--- src/rtl/dmem_arbiter_if.sv ---
// rtl/dmem_arbiter_if.sv - requester-side handshake bundle for dmem_arbiter
interface dmem_arbiter_if #(
  parameter int ADDR_W = 32
);
  logic              req;
  logic              we;
  logic [ADDR_W-1:0] addr;
  logic [31:0]       wdata;
  logic [2:0]        funct3;
  logic              gnt;
  logic              rvalid;
  logic [31:0]       rdata;
  logic              err;

  modport master (
    output req, we, addr, wdata, funct3,
    input  gnt, rvalid, rdata, err
  );

  modport slave (
    input  req, we, addr, wdata, funct3,
    output gnt, rvalid, rdata, err
  );
endinterface

--- src/rtl/dmem_arbiter.sv ---
// rtl/dmem_arbiter.sv - two-master data-memory arbiter/sequencer with access checking
// Optional round-robin tie-break on simultaneous requests: DMEM_ARB_RR_EN
module dmem_arbiter #(
  parameter int MEM_BYTES = 4096,
  parameter int ADDR_W    = 32
) (
  input  logic          clk,
  input  logic          rst,
  dmem_arbiter_if.slave m0,
  dmem_arbiter_if.slave m1,
  output logic [31:0]   mem_addr_o,
  output logic          mem_MemWrite_o,
  output logic          mem_MemRead_o,
  output logic [31:0]   mem_WriteData_o,
  output logic [2:0]    mem_funct3_o,
  input  logic [31:0]   mem_ReadData_i
);

  typedef enum logic [1:0] {IDLE, ISSUE, WAIT, DONE} state_t;

  localparam logic [ADDR_W:0] LIMIT  = (ADDR_W+1)'(MEM_BYTES);
  localparam logic [ADDR_W:0] OFS_HW = (ADDR_W+1)'(1);
  localparam logic [ADDR_W:0] OFS_W  = (ADDR_W+1)'(3);

  state_t            state_q;
  logic              win_q;
  logic              we_q;
  logic              bad_q;
  logic [31:0]       rbuf_q;
  logic [1:0]        gnt_q;
  logic [1:0]        rvalid_q;
  logic [1:0]        err_q;
  logic [1:0][31:0]  rdata_q;
  logic [31:0]       mem_addr_q;
  logic              mem_we_q;
  logic              mem_re_q;
  logic [31:0]       mem_wdata_q;
  logic [2:0]        mem_f3_q;
`ifdef DMEM_ARB_RR_EN
  logic              last_q;
`endif

  logic              win_d;
  logic              cmd_we_d;
  logic [ADDR_W-1:0] cmd_addr_d;
  logic [31:0]       cmd_wdata_d;
  logic [2:0]        cmd_f3_d;
  logic [ADDR_W:0]   cmd_last_d;
  logic              fn_ok_d;
  logic              al_ok_d;
  logic              legal_d;

  always_comb begin
    win_d = 1'b0;
    if (m0.req && m1.req) begin
`ifdef DMEM_ARB_RR_EN
      win_d = ~last_q;
`else
      win_d = 1'b0;
`endif
    end else if (m1.req) begin
      win_d = 1'b1;
    end

    cmd_we_d    = win_d ? m1.we     : m0.we;
    cmd_addr_d  = win_d ? m1.addr   : m0.addr;
    cmd_wdata_d = win_d ? m1.wdata  : m0.wdata;
    cmd_f3_d    = win_d ? m1.funct3 : m0.funct3;

    // Last byte touched, one bit wider so a wrap past 2^ADDR_W reads as out of range
    case (cmd_f3_d[1:0])
      2'b01:   cmd_last_d = {1'b0, cmd_addr_d} + OFS_HW;
      2'b10:   cmd_last_d = {1'b0, cmd_addr_d} + OFS_W;
      default: cmd_last_d = {1'b0, cmd_addr_d};
    endcase

    if (cmd_we_d)
      fn_ok_d = cmd_f3_d inside {3'b000, 3'b001, 3'b010};
    else
      fn_ok_d = cmd_f3_d inside {3'b000, 3'b001, 3'b010, 3'b100, 3'b101};

    case (cmd_f3_d[1:0])
      2'b01:   al_ok_d = ~cmd_addr_d[0];
      2'b10:   al_ok_d = (cmd_addr_d[1:0] == 2'b00);
      default: al_ok_d = 1'b1;
    endcase

    legal_d = fn_ok_d && al_ok_d && (cmd_last_d < LIMIT);
  end

  always_ff @(posedge clk or posedge rst) begin
    if (rst) begin
      state_q     <= IDLE;
      win_q       <= 1'b0;
      we_q        <= 1'b0;
      bad_q       <= 1'b0;
      rbuf_q      <= '0;
      gnt_q       <= '0;
      rvalid_q    <= '0;
      err_q       <= '0;
      rdata_q     <= '0;
      mem_addr_q  <= '0;
      mem_we_q    <= 1'b0;
      mem_re_q    <= 1'b0;
      mem_wdata_q <= '0;
      mem_f3_q    <= '0;
`ifdef DMEM_ARB_RR_EN
      last_q      <= 1'b1;
`endif
    end else begin
      gnt_q    <= '0;
      rvalid_q <= '0;
      err_q    <= '0;
      mem_we_q <= 1'b0;
      mem_re_q <= 1'b0;
      case (state_q)
        IDLE: begin
          if (m0.req || m1.req) begin
            win_q        <= win_d;
            we_q         <= cmd_we_d;
            bad_q        <= ~legal_d;
            gnt_q[win_d] <= 1'b1;
            if (legal_d) begin
              // The mem_* registers double as the command latch for the ISSUE cycle
              mem_addr_q  <= 32'(cmd_addr_d);
              mem_wdata_q <= cmd_wdata_d;
              mem_f3_q    <= cmd_f3_d;
              mem_we_q    <= cmd_we_d;
              mem_re_q    <= ~cmd_we_d;
              state_q     <= ISSUE;
            end else begin
              state_q <= DONE;
            end
          end
        end
        ISSUE: state_q <= we_q ? DONE : WAIT;
        WAIT: begin
          rbuf_q  <= mem_ReadData_i;
          state_q <= DONE;
        end
        DONE: begin
          rvalid_q[win_q] <= 1'b1;
          err_q[win_q]    <= bad_q;
          rdata_q[win_q]  <= (we_q || bad_q) ? 32'd0 : rbuf_q;
`ifdef DMEM_ARB_RR_EN
          last_q          <= win_q;
`endif
          state_q         <= IDLE;
        end
        default: state_q <= IDLE;
      endcase
    end
  end

  assign m0.gnt          = gnt_q[0];
  assign m1.gnt          = gnt_q[1];
  assign m0.rvalid       = rvalid_q[0];
  assign m1.rvalid       = rvalid_q[1];
  assign m0.err          = err_q[0];
  assign m1.err          = err_q[1];
  assign m0.rdata        = rdata_q[0];
  assign m1.rdata        = rdata_q[1];
  assign mem_addr_o      = mem_addr_q;
  assign mem_MemWrite_o  = mem_we_q;
  assign mem_MemRead_o   = mem_re_q;
  assign mem_WriteData_o = mem_wdata_q;
  assign mem_funct3_o    = mem_f3_q;

endmodule

--- src/flat_wrapper.sv ---
// flat-port wrapper written by rule: the top's interface ports become plain ports
module dmem_arbiter_flat 
#(
  parameter int MEM_BYTES = 4096,
  parameter int ADDR_W    = 32
)
  (clk, rst, mem_addr_o, mem_MemWrite_o, mem_MemRead_o, mem_WriteData_o, mem_funct3_o, mem_ReadData_i, m0_req, m0_we, m0_addr, m0_wdata, m0_funct3, m0_gnt, m0_rvalid, m0_rdata, m0_err, m1_req, m1_we, m1_addr, m1_wdata, m1_funct3, m1_gnt, m1_rvalid, m1_rdata, m1_err);
  dmem_arbiter_if #(.ADDR_W(ADDR_W)) m0_i ();
  dmem_arbiter_if #(.ADDR_W(ADDR_W)) m1_i ();
  input  logic clk;
  input  logic rst;
  output logic [31:0] mem_addr_o;
  output logic mem_MemWrite_o;
  output logic mem_MemRead_o;
  output logic [31:0] mem_WriteData_o;
  output logic [2:0] mem_funct3_o;
  input  logic [31:0] mem_ReadData_i;
  input wire logic [$bits(m0_i.req)-1:0] m0_req;
  input wire logic [$bits(m0_i.we)-1:0] m0_we;
  input wire logic [$bits(m0_i.addr)-1:0] m0_addr;
  input wire logic [$bits(m0_i.wdata)-1:0] m0_wdata;
  input wire logic [$bits(m0_i.funct3)-1:0] m0_funct3;
  output wire logic [$bits(m0_i.gnt)-1:0] m0_gnt;
  output wire logic [$bits(m0_i.rvalid)-1:0] m0_rvalid;
  output wire logic [$bits(m0_i.rdata)-1:0] m0_rdata;
  output wire logic [$bits(m0_i.err)-1:0] m0_err;
  input wire logic [$bits(m1_i.req)-1:0] m1_req;
  input wire logic [$bits(m1_i.we)-1:0] m1_we;
  input wire logic [$bits(m1_i.addr)-1:0] m1_addr;
  input wire logic [$bits(m1_i.wdata)-1:0] m1_wdata;
  input wire logic [$bits(m1_i.funct3)-1:0] m1_funct3;
  output wire logic [$bits(m1_i.gnt)-1:0] m1_gnt;
  output wire logic [$bits(m1_i.rvalid)-1:0] m1_rvalid;
  output wire logic [$bits(m1_i.rdata)-1:0] m1_rdata;
  output wire logic [$bits(m1_i.err)-1:0] m1_err;
  assign m0_i.req = m0_req;
  assign m0_i.we = m0_we;
  assign m0_i.addr = m0_addr;
  assign m0_i.wdata = m0_wdata;
  assign m0_i.funct3 = m0_funct3;
  assign m0_gnt = m0_i.gnt;
  assign m0_rvalid = m0_i.rvalid;
  assign m0_rdata = m0_i.rdata;
  assign m0_err = m0_i.err;
  assign m1_i.req = m1_req;
  assign m1_i.we = m1_we;
  assign m1_i.addr = m1_addr;
  assign m1_i.wdata = m1_wdata;
  assign m1_i.funct3 = m1_funct3;
  assign m1_gnt = m1_i.gnt;
  assign m1_rvalid = m1_i.rvalid;
  assign m1_rdata = m1_i.rdata;
  assign m1_err = m1_i.err;
  dmem_arbiter #(.MEM_BYTES(MEM_BYTES), .ADDR_W(ADDR_W)) u_core (.clk(clk), .rst(rst), .m0(m0_i), .m1(m1_i), .mem_addr_o(mem_addr_o), .mem_MemWrite_o(mem_MemWrite_o), .mem_MemRead_o(mem_MemRead_o), .mem_WriteData_o(mem_WriteData_o), .mem_funct3_o(mem_funct3_o), .mem_ReadData_i(mem_ReadData_i));
endmodule
--- config.mk ---
export PLATFORM = sky130hd
export DESIGN_NAME = dmem_arbiter_flat
export DESIGN_NICKNAME = d
export VERILOG_FILES = /design/src/rtl/dmem_arbiter_if.sv /design/src/rtl/dmem_arbiter.sv /design/src/flat_wrapper.sv
export SDC_FILE = /design/constraint.sdc
export NUM_CORES = 1
export LEC_CHECK = 0
export ABC_AREA = 1
export CORE_MARGIN = 2
export CORE_UTILIZATION = 35
export DETAILED_ROUTE_END_ITERATION = 8
export PLACE_DENSITY = 0.76
export SYNTH_ARGS = -nofsm -noshare
export SYNTH_HDL_FRONTEND = slang
export SYNTH_SLANG_ARGS = --single-unit
--- constraint.sdc ---
create_clock -name clk -period 6.15 [get_ports clk]
set_input_delay 1.23 -clock clk [delete_from_list [all_inputs] [get_ports clk]]
set_output_delay 1.23 -clock clk [all_outputs]
set_load 0.02 [all_outputs]
Word-level counts from Yosys, hierarchy flattened
Index checks and enable logic that the tools add are counted.
Word-level totals
  input bits: 172
  output and inout port bits: 139
  logic and storage cells: 81
  flip-flop bits (word level): 176
Cells by class
  bitwise logic cells: 4
  $add $sub $neg: 2
  reductions and logical operators: 14
  order comparisons: 5
  muxes and demuxes: 31
  eq/ne operators: 10
Operator list (count)
  $mux 32: 4
  $pmux 33 s2: 1
  $bwmux 64: 1
  $add 32x1->33 const B: 1
  $add 32x2->33 const B: 1
  $lt 33x13->1 const B: 1
  $demux 32 s1: 1
  $mux 1: 13
  $mux 2: 6
  $pmux 2 s4: 1
  $eq 2x2->1 const B: 3
  $eq 3x3->1 const B: 2
  $logic_and 1x1->1: 5
  $reduce_bool 5->1: 1
  $eq 2x1->1 const B: 2
  $logic_not 2->1: 2
  $lt 1x2->1 const B: 2
  $eq 3x1->1 const B: 1
  $eq 3x2->1 const B: 1
  $logic_not 3->1: 1
  $mux 3: 1
  $not 1->1: 3
  $reduce_and 3->1: 1
  $reduce_bool 3->1: 1
  other kinds (7): 10

Logic depth before layout (Yosys ltp)
Gate-level depths: netlist of run 1.
  depth after elaboration: 11
  gate-level depth with buffers: 29
  gate-level depth less buffers: 24

Worst setup path before layout of run 1
Ideal clock, no wire load.
  path kind: input to register
  start point: input port m1_req
  end point: register u_core.mem_addr_q[20], in the netlist u_core.mem_addr_o[20]
  library setup time: 112 ps
  path buffers: 6
  data required time: 6038 ps
  path slack: 1860 ps
  arrival: 4178 ps
  cell stages on the path: 23
  cell sequence: buf_4 > inv_2 > nor2_2 > buf_4 > buf_2 > or2_2 > o21ai_0 > ha_1 > clkbuf_1 > inv_1 > nor3_1 > and2_1 > nand3_1 > nand2_1 > nand2_1 > nor2_1 > nand2_1 > nor2_2 > nand4_2 > buf_4 > buf_6 > nand2_1 > inv_2
Between the ends
  longest elaborated chain between the ends: 9
  elaborated cells between the ends (all ways): 27
  classes of those cells: add/sub (2); order compare (1); eq/ne (6); mux (8); bitwise (1); reduce/logical (9)
Ends and longest elaborated chain
  start: declaration: RTL line flat_wrapper.sv:27  | input wire logic [$bits(m1_i.req)-1:0] m1_req;
  branches (longest 9 deep; another with $add 32x2->33)
  end signal: assignment: RTL line dmem_arbiter.sv:125  | mem_addr_q <= 32'(cmd_addr_d);
  end: declaration: RTL line dmem_arbiter.sv:34  | logic [31:0] mem_addr_q;
Several ways; the timed one is not identified.
A chain may end at the register's enable or synchronous reset.

Worst setup path after layout of run 1
  start point: input port m0_req
  end point: register u_core.mem_wdata_q[5], in the netlist u_core.mem_WriteData_o[5]
Between the ends
  longest elaborated chain between the ends: 9
  elaborated cells between the ends (all ways): 27
  classes of those cells: add/sub (2); order compare (1); eq/ne (6); mux (8); bitwise (1); reduce/logical (9)
Ends and longest elaborated chain
  start: declaration: RTL line flat_wrapper.sv:18  | input wire logic [$bits(m0_i.req)-1:0] m0_req;
  $logic_and 1x1->1 *: RTL line dmem_arbiter.sv:55  | if (m0.req && m1.req) begin
  $mux 1 *: RTL line dmem_arbiter.sv:55
  $mux 3 *: RTL line dmem_arbiter.sv:68  | cmd_f3_d = win_d ? m1.funct3 : m0.funct3;
  net u_core.cmd_f3_d[1]: RTL line dmem_arbiter.sv:47  | logic [2:0] cmd_f3_d;
  branches (longest 4 deep; another with $lt 33x13->1)
  $logic_and 1x1->1 *: RTL line dmem_arbiter.sv:88  | legal_d = fn_ok_d && al_ok_d && (cmd_last_d < LIMIT);
  $reduce_and 3->1 (no line) *
  end signal: assignment: RTL line dmem_arbiter.sv:126  | mem_wdata_q <= cmd_wdata_d;
  end: declaration: RTL line dmem_arbiter.sv:37  | logic [31:0] mem_wdata_q;
Mark *: on every way through the listed nets, which the timed path passes.

==> run summary, run 1 <==
The H-tree depth reported by CTS came out at 4. The area growth from synthesis to layout works out to 43.7%. Clock latency on the worst-skew pair, taken at its later pin, is 0.42 ns. The tools report the kind of start point of the critical path as an input port. Setup-violating endpoint count in the final report: 0. The tools report the total track usage as 0.204. The number of clock sinks came out at 176.

TritonCTS built the clock tree. The run gives 0 as the count of yosys warnings during synthesis. The tightest min-delay check is of the register to register type. The mapped netlist covers 0.00907 mm^2. The library cell used most frequently in the layout, excluding fill and tap cells, is sky130_fd_sc_hd__nand2_1. For this block, the routed nets add up to 27900 um of wire. Port buffering added 310 buffers.

The worst setup path is captured at a register. The hold buffer count at cts came out at 0. Data on the critical path is required at its endpoint by 6.50 ns. On the worst path, the slowest cell contributes a delay of 0.55 ns. The via count of the first global-routing pass came out at 8341. The run finished with clean final reports. The tools report the pin count of the biggest net entering global routing as 95.

After floorplanning, the core was divided into 58 placement rows. Setup repair after global routing left no endpoint under its margin. After synthesis the netlist holds a flip-flop and latch count of 176.

By instance count, the cell type seen most on the critical path is sky130_fd_sc_hd__nand2_1. Capture instance of the worst register-to-register path: u_core.mem_WriteData_o[14]. The final setup skew is 0.0138 ns, and the number of diodes is 0.

The ratio of final minimum period to clock period works out to 0.829. The worst max-slew margin expressed relative to the limit was 0.252; the count of mapped cells out of synthesis was 1191. The initial core utilization is 0.358, and the detailed-route vias per instance is 4.80.

The maximum net fanout on the critical path was 37. During I/O placement, the number of pins put on the boundary was 311. The run gives 6 as the number of search-and-repair iterations in the first detailed-routing pass. The dominant synthesized flop cell was sky130_fd_sc_hd__dfrtp_1.

After floorplanning, the core was sized to cover 0.0253 mm^2. Total nets after synthesis: 1371. The start-to-end type of the worst setup path is input port to register. The initial antenna violation count was 0; the number of instances resized during post-cts repair was 0.

The number of pins with negative max-slew slack in the final report is 0, and the register-to-register setup slack is 3.56 ns. The die is 165 um tall. Among all stages on the critical path, the largest delay is contributed by sky130_fd_sc_hd__clkdlybuf4s50_1.

For this run, design rule violations remaining after detail routing come to 0. In this run the worst setup path terminates at u_core.mem_WriteData_o[5]. The first global-routing pass estimated 43600 um of wire. The run gives 5.45 ns as the arrival time reported for the critical path endpoint.

Walking the worst path, the cells encountered are clkdlybuf4s50_1 > inv_4 > nand2_4 > o21ai_0 > inv_1 > ha_1 > inv_1 > nand3_1 > nand2_1 > nand2_1 > nand2_1 > nand2_1 > nor2_2 > nand3_1 > nand2_1 > nand2_1 > inv_1 > nand2_1 > nor2_1 > nand2_1 > nor2_4 > buf_4 > nand4_1 > nand2_1. Tracing the worst setup path back leads to its startpoint at m0_req. Measured along the x axis, the die boundary spans 165 um. The count of nets left with antenna violations after detail routing is 0, and the post-layout total power is 4.55 mW. The global placement routability congestion came out at 0.929.

The maximum clock insertion buffer count is 2, and the layout cell share with drive strength beyond 1 is 0.0795. Dividing total power by cell area gives a power density of 349 mW/mm^2. The tree is rooted in a sky130_fd_sc_hd__clkbuf_16. The final period demand of the worst path came out at 5.10 ns. The number of cells on the worst reg-to-reg path is 9. The startpoint identified for the worst register-to-register timing path is u_core.state_q[1]. The net total in the final layout came out at 1652.

After routing, the total negative slack on setup checks comes to 0 ns. The count of final hold-check violations was 0; the post-synthesis async set-or-reset flop share was 1.00. For the pin with the worst max-slew slack, the measured transition is 1.12 ns. Across the VDD grid, the largest voltage drop is 240 uV.

Static timing analysis puts the maximum clock frequency at 196 MHz. Buffers inserted during clock tree synthesis total 17. The tools report the final core utilization as 0.515. The tools report the count of cell types in the netlist as 33. The first routing iteration left 677 violations.

The clock-pin slew of the registers on the worst-case setup and hold paths is 0.07 ns, and the number of post-CTS setup repair buffers is 0. The tools report the standby leakage power as 6.43 nW. The final route contains 8717 vias. The half-perimeter wire length of the detailed placement result came out at 21100 um. Across the run, the number of max-cap violations was 0. Global routing finished with a remaining overflow of 0. The top cell types in the final layout, fill and taps aside, are sky130_fd_sc_hd__nand2_1 (511), sky130_fd_sc_hd__clkdlybuf4s50_1 (310), sky130_fd_sc_hd__dfrtp_1 (176). For the proportion of synthesized chip area in sequential cells, the log shows 0.486. Counting flops with a built-in enable in the synthesized netlist gives 0.

The run gives 0.0272 mm^2 as the area of the die. Dividing the detail-routed wire length by the instance count gives 15.4 um. The average instance area after synthesis was 7.62 um^2.
## cell families (layout without fill, tap and decap cells)
group / count (synthesis) / in the layout / synth area share
flip-flops: 176 / 176 / 0.486
multiplexers: 32 / 32 / 0.0397
AND/OR/NAND/NOR: 722 / 722 / 0.337
adder cells (fa/ha/maj): 8 / 8 / 0.0110
buffers and inverters: 170 / 464 / 0.0799
AO/OA/AOI/OAI: 83 / 83 / 0.0465
## cell usage after synthesis, types with 2 or more instances
master	number	area, um^2
sky130_fd_sc_hd__mux2_2	32	360
sky130_fd_sc_hd__buf_6	6	67.6
sky130_fd_sc_hd__inv_1	96	360
sky130_fd_sc_hd__o21ai_0	72	360
sky130_fd_sc_hd__nor3_2	2	20.0
sky130_fd_sc_hd__nand4_1	59	369
sky130_fd_sc_hd__o22ai_1	2	12.5
sky130_fd_sc_hd__nor2_2	12	75.1
sky130_fd_sc_hd__nand3b_1	6	45.0
sky130_fd_sc_hd__buf_2	10	50.1
sky130_fd_sc_hd__nor2_1	57	214
sky130_fd_sc_hd__o21ai_1	2	10.0
sky130_fd_sc_hd__or2_2	4	25.0
sky130_fd_sc_hd__a21oi_1	6	30.0
sky130_fd_sc_hd__nor3_1	4	20.0
sky130_fd_sc_hd__dfrtp_1	176	4400
sky130_fd_sc_hd__ha_1	8	100
sky130_fd_sc_hd__nand3_1	57	285
sky130_fd_sc_hd__buf_1	4	15.0
sky130_fd_sc_hd__clkbuf_1	36	135
sky130_fd_sc_hd__buf_4	7	52.6
sky130_fd_sc_hd__inv_2	10	37.5
sky130_fd_sc_hd__nand2_1	513	1930
## where the power goes
group | internal (mW) | switching (mW) | leakage, nW
clock | 0.582 | 0.499 | 0.288
combinational | 0.783 | 0.989 | 3.79
sequential | 1.51 | 0.191 | 2.34
## worst min-delay path by stage
stage | start | to | slack [ns] | cells past startpoint
global placement | u_core.mem_addr_o[13] | u_core.mem_addr_o[13] | 0.45 | 2
CTS | u_core.mem_addr_o[13] | u_core.mem_addr_o[13] | 0.47 | 2
floorplan | u_core.bad_q | u_core.bad_q | 0.47 | 2
detailed placement | u_core.mem_addr_o[22] | u_core.mem_addr_o[22] | 0.45 | 2
global route | u_core.mem_WriteData_o[24] | u_core.mem_WriteData_o[24] | 0.49 | 2
finish | u_core.mem_addr_o[13] | u_core.mem_addr_o[13] | 0.47 | 2
## layer usage
metal / wire length, um / up-vias / GRT usage
li1: - / 4326 / -
met1: 12600 / 4043 / 0.272
met2: 12800 / 323 / 0.333
met3: 2240 / 25 / 0.0540
met4: 384 / 0 / 0.0458
met5: 0 / - / 0
## per-stage QoR
| stage | hold WS, ns | instance area, um^2 | std cells | worst slack, ns |
|---|---|---|---|---|
| after CTS | 0.471 | 13000 | 1815 | 1.14 |
| after detailed placement | 0.454 | 12400 | 1783 | 0.700 |
| after global placement | 0.450 | 12400 | 1783 | 0.881 |
| after global routing | 0.491 | 13000 | 1815 | 0.722 |
| after floorplan | 0.472 | 9070 | 1191 | 0.146 |
| final | 0.467 | 13000 | 1815 | 1.05 |
## sequential cells by signal (all words and copies together) (netlist names)
signal,flops
u_core.we_q,1
u_core.gnt_q,2
u_core.win_q,1
u_core.mem_MemWrite_o,1
u_core.m1.rdata,32
u_core.mem_funct3_o,3
u_core.mem_MemRead_o,1
u_core.bad_q,1
u_core.m0.rdata,32
u_core.mem_addr_o,32
u_core.mem_WriteData_o,32
u_core.rvalid_q,2
u_core.state_q,2
u_core.err_q,2
u_core.rbuf_q,32
## area by class of cell
cell class                 instances  area, um^2
clock buffer                      18         429
clock inverter                    14         168
fill                            2370       12300
inverter                         107         409
multi-input combinational        845        3990
sequential                       176        4400
tap                              330         413
timing repair buffer             325        3230
## worst max-delay path: cells and delay by family
| kind | cells | cell delay [ns] |
|---|---|---|
| AOI/OAI and AO/OA | 1 | 0.39 |
| and+or+nand+nor | 16 | 2.00 |
| buffers and inverters | 6 | 1.58 |
| adders and majority gates | 1 | 0.22 |
Note: power is estimated with default switching activity, not from simulation.
==> inputs of run 2 (changes only) <==
--- a/config.mk
+++ b/config.mk
@@ -9,7 +9,7 @@
 export CORE_MARGIN = 2
 export CORE_UTILIZATION = 35
 export DETAILED_ROUTE_END_ITERATION = 8
-export PLACE_DENSITY = 0.76
+export PLACE_DENSITY = 0.73
 export SYNTH_ARGS = -nofsm -noshare
 export SYNTH_HDL_FRONTEND = slang
 export SYNTH_SLANG_ARGS = --single-unit
==> constraint.sdc (replaced) <==
create_clock -name clk -period 4.85 [get_ports clk]
set_input_delay 0.97 -clock clk [delete_from_list [all_inputs] [get_ports clk]]
set_output_delay 0.97 -clock clk [all_outputs]
set_load 0.02 [all_outputs]
==> run summary, run 2 (same netlist as run 1, synthesis figures left out) <==
The top cell types in the final layout, fill and taps aside, are sky130_fd_sc_hd__nand2_1 (511), sky130_fd_sc_hd__clkdlybuf4s50_1 (310), sky130_fd_sc_hd__dfrtp_1 (176). The via count of the first global-routing pass was 8545 (+2.4%). Half-perimeter wire length of the detailed placement result: 21100 um (about the same). Critical path depth in cells: 22 (-8.3%). The net total in the final layout is 1656 (+0.24%), and the quantity of I/O buffers inserted on ports is 310 (unchanged). The number of search-and-repair iterations in the first detailed-routing pass is 5 (-1), and the number of diodes is 0 (unchanged). The endpoint identified for the worst register-to-register timing path is u_core.mem_WriteData_o[9].

The count of final hold-check violations came out at 0 (unchanged). For the global placement routability congestion, the log shows 0.966 (+4.0%). The endpoint required time on the critical path is 5.16 ns (-1.34 ns). The layout cell share with drive strength beyond 1 is 0.0826 (+0.00314). The floorplan row count is 58 (unchanged). The logs give 28100 um (+0.43%) for the total routed wirelength and 0 (unchanged) for the hold buffer count at cts.

For the total congestion overflow, the log shows 0 (unchanged). The buffer and inverter count on the worst path is 6 (unchanged), and the highest cell delay on the worst timing path is 0.58 ns (+0.03 ns). The run gives 0.469 ns (+0.00148 ns) as the worst-case hold slack. The post-placement setup slack was 0.211 ns (-0.489 ns); the H-tree depth reported by CTS was 4 (unchanged).

On the critical path the largest part of the delay comes from simple AND/OR/NAND/NOR gates. The slew at the pin closest to its max-slew limit came out at 1.13 ns (+0.00791 ns). The worst-case hold path end point is u_core.mem_addr_o[24]. The run gives 0 (unchanged) as the max capacitance violation total. The logs give 0 (unchanged) for the number of instances resized during post-cts repair and 17 (unchanged) for the number of buffers created by CTS. The root buffer cell chosen for the clock tree is sky130_fd_sc_hd__clkbuf_16. The signal on the critical path passes through clkdlybuf4s50_1 > inv_2 > nor2_4 > or2_2 > o21ai_0 > inv_1 > ha_1 > inv_1 > nand3_1 > nand2_1 > nand2_1 > nand2_1 > inv_1 > nor2_1 > nand3_1 > nand3_1 > nand4_1 > nor2_1 > nand4_4 > buf_4 > nand2_1 > nand2_1. The logs give 117 (+23%) for the pin count of the biggest net entering global routing and 0 (unchanged) for the setup-violating endpoint count in the final report.

The count of nets left with antenna violations after detail routing is 0 (unchanged). The smallest setup slack after layout was 0.623 ns (-0.428 ns); the peak supply drop was 307 uV (+28%). The tools report the number of ports placed on the die boundary as 311 (unchanged). The area growth from synthesis to layout was 44.6%. The number of clock sinks came out at 176 (unchanged). For the post-detailed-route DRC marker count, the log shows 0 (unchanged). The violation count after the first detailed-routing iteration was 652 (-3.7%); the initial antenna violation count was 0 (unchanged).

By startpoint and endpoint, the worst setup path is classified as input port to register. The worst reg-to-reg path cell count is 7 (-2). The most common library cell in the layout ignoring fill and taps was sky130_fd_sc_hd__nand2_1.

For the standby leakage power, the log shows 6.45 nW (+0.38%). The kind of start point of the critical path was an input port. Setup repair after global routing left no endpoint under its margin. The tools report the post-route setup TNS as 0 ns (unchanged). The tools report the beginning of the worst register-to-register path as u_core.state_q[0]. For the number of pins with negative max-slew slack in the final report, the log shows 0 (unchanged).

The worst hold path begins at u_core.mem_addr_o[24]. The width of the chip works out to 165 um (unchanged). Counting stages on the worst path, the most repeated cell is sky130_fd_sc_hd__nand2_1. The ratio of final minimum period to clock period came out at 0.872.

The detailed-route vias per instance is 4.79 (-0.22%). In this run the worst hold path is classified as register to register. The area of the die is 0.0272 mm^2 (unchanged). The worst max-slew margin expressed relative to the limit is 0.247 (-0.00529), and the maximum net fanout on the critical path is 28 (-24%). STA classifies the critical path endpoint as a register. For the initial core utilization, the log shows 0.358 (unchanged). The run finished with clean final reports. The power density over cell area works out to 441 mW/mm^2 (+26%). For the final setup skew, the log shows 0.0117 ns (-0.00215 ns). The number of post-CTS setup repair buffers is 0 (unchanged), and the vertical die dimension is 165 um (unchanged). The worst hold path cell count was 2 (unchanged). For this design, the slowest cell found on the critical path is sky130_fd_sc_hd__clkdlybuf4s50_1. The wire length of the first global-routing pass came out at 44000 um (+0.98%). The total track usage was 0.207 (+0.00272); the register-to-register setup slack was 2.82 ns (-0.74 ns).

The average wire per standard cell is 15.4 um (+0.20%), and the area of the placeable core is 0.0253 mm^2 (unchanged). The fmax was 237 MHz. The insertion delay of the later-clocked pin in the worst-skew pair came out at 0.42 ns (about the same). The count of vias placed by the detailed router came out at 8717 (unchanged). The final period demand of the worst path came out at 4.23 ns. The clock-pin slew of the registers on the worst-case setup and hold paths was 0.07 ns (about the same).

TritonCTS built the clock tree. The maximum clock insertion buffer count was 2 (unchanged). Arrival time reported for the critical path endpoint: 4.54 ns (-0.91 ns).
-- run 2: layer usage --
layer	wire length, um	part of all wire	vias to the layer above	global-route usage
li1	-	-	4337	-
met1	12200	0.43	4009	0.264
met2	13000	0.46	344	0.349
met3	2510	0.089	27	0.0565
met4	410	0.015	0	0.0486
met5	0	0	-	0
-- run 2: where the power goes --
group | total [mW] | leakage [nW] | switching [mW] | internal [mW]
clock | 1.40 | 0.287 | 0.644 | 0.752
combinational | 2.24 | 3.82 | 1.24 | 0.995
sequential | 2.15 | 2.34 | 0.243 | 1.91
total | 5.79 | 6.45 | 2.13 | 3.66
-- run 2: worst max path at each step --
stage,start,to,slack [ns]
finish,m1_req,u_core.mem_WriteData_o[2],0.62
global route,m1_req,u_core.mem_WriteData_o[30],0.21
CTS,m1_req,u_core.mem_WriteData_o[30],0.66
detailed placement,m1_req,u_core.mem_WriteData_o[9],0.21
global placement,m0_req,u_core.mem_WriteData_o[9],0.32
floorplan,m1_req,u_core.mem_addr_o[20],0.82
-- run 2: layout make-up --
cell class	count	area, um^2
Tap cell	330	413
Timing Repair Buffer	329	3300
Fill cell	2424	12200
Sequential cell	176	4400
Clock buffer	18	439
Inverter	107	408
Multi-Input combinational cell	845	3990
Clock inverter	14	165
-- run 2: worst min-delay path, cell delays in order (launching register included) --
cell and delay, ns:
sky130_fd_sc_hd__dfrtp_1 0.35, sky130_fd_sc_hd__nand2_1 0.05, sky130_fd_sc_hd__inv_1 0.04
-- run 2: metrics by stage --
stage                util  total power, mW  std cells  cell area (um^2)
floorplan               -             3.38       1191              9070
global route        0.518             6.15       1819             13100
detailed placement  0.494             4.43       1787             12500
finish              0.518             5.79       1819             13100
global placement    0.494             4.36       1787             12500
CTS                 0.518             5.85       1819             13100
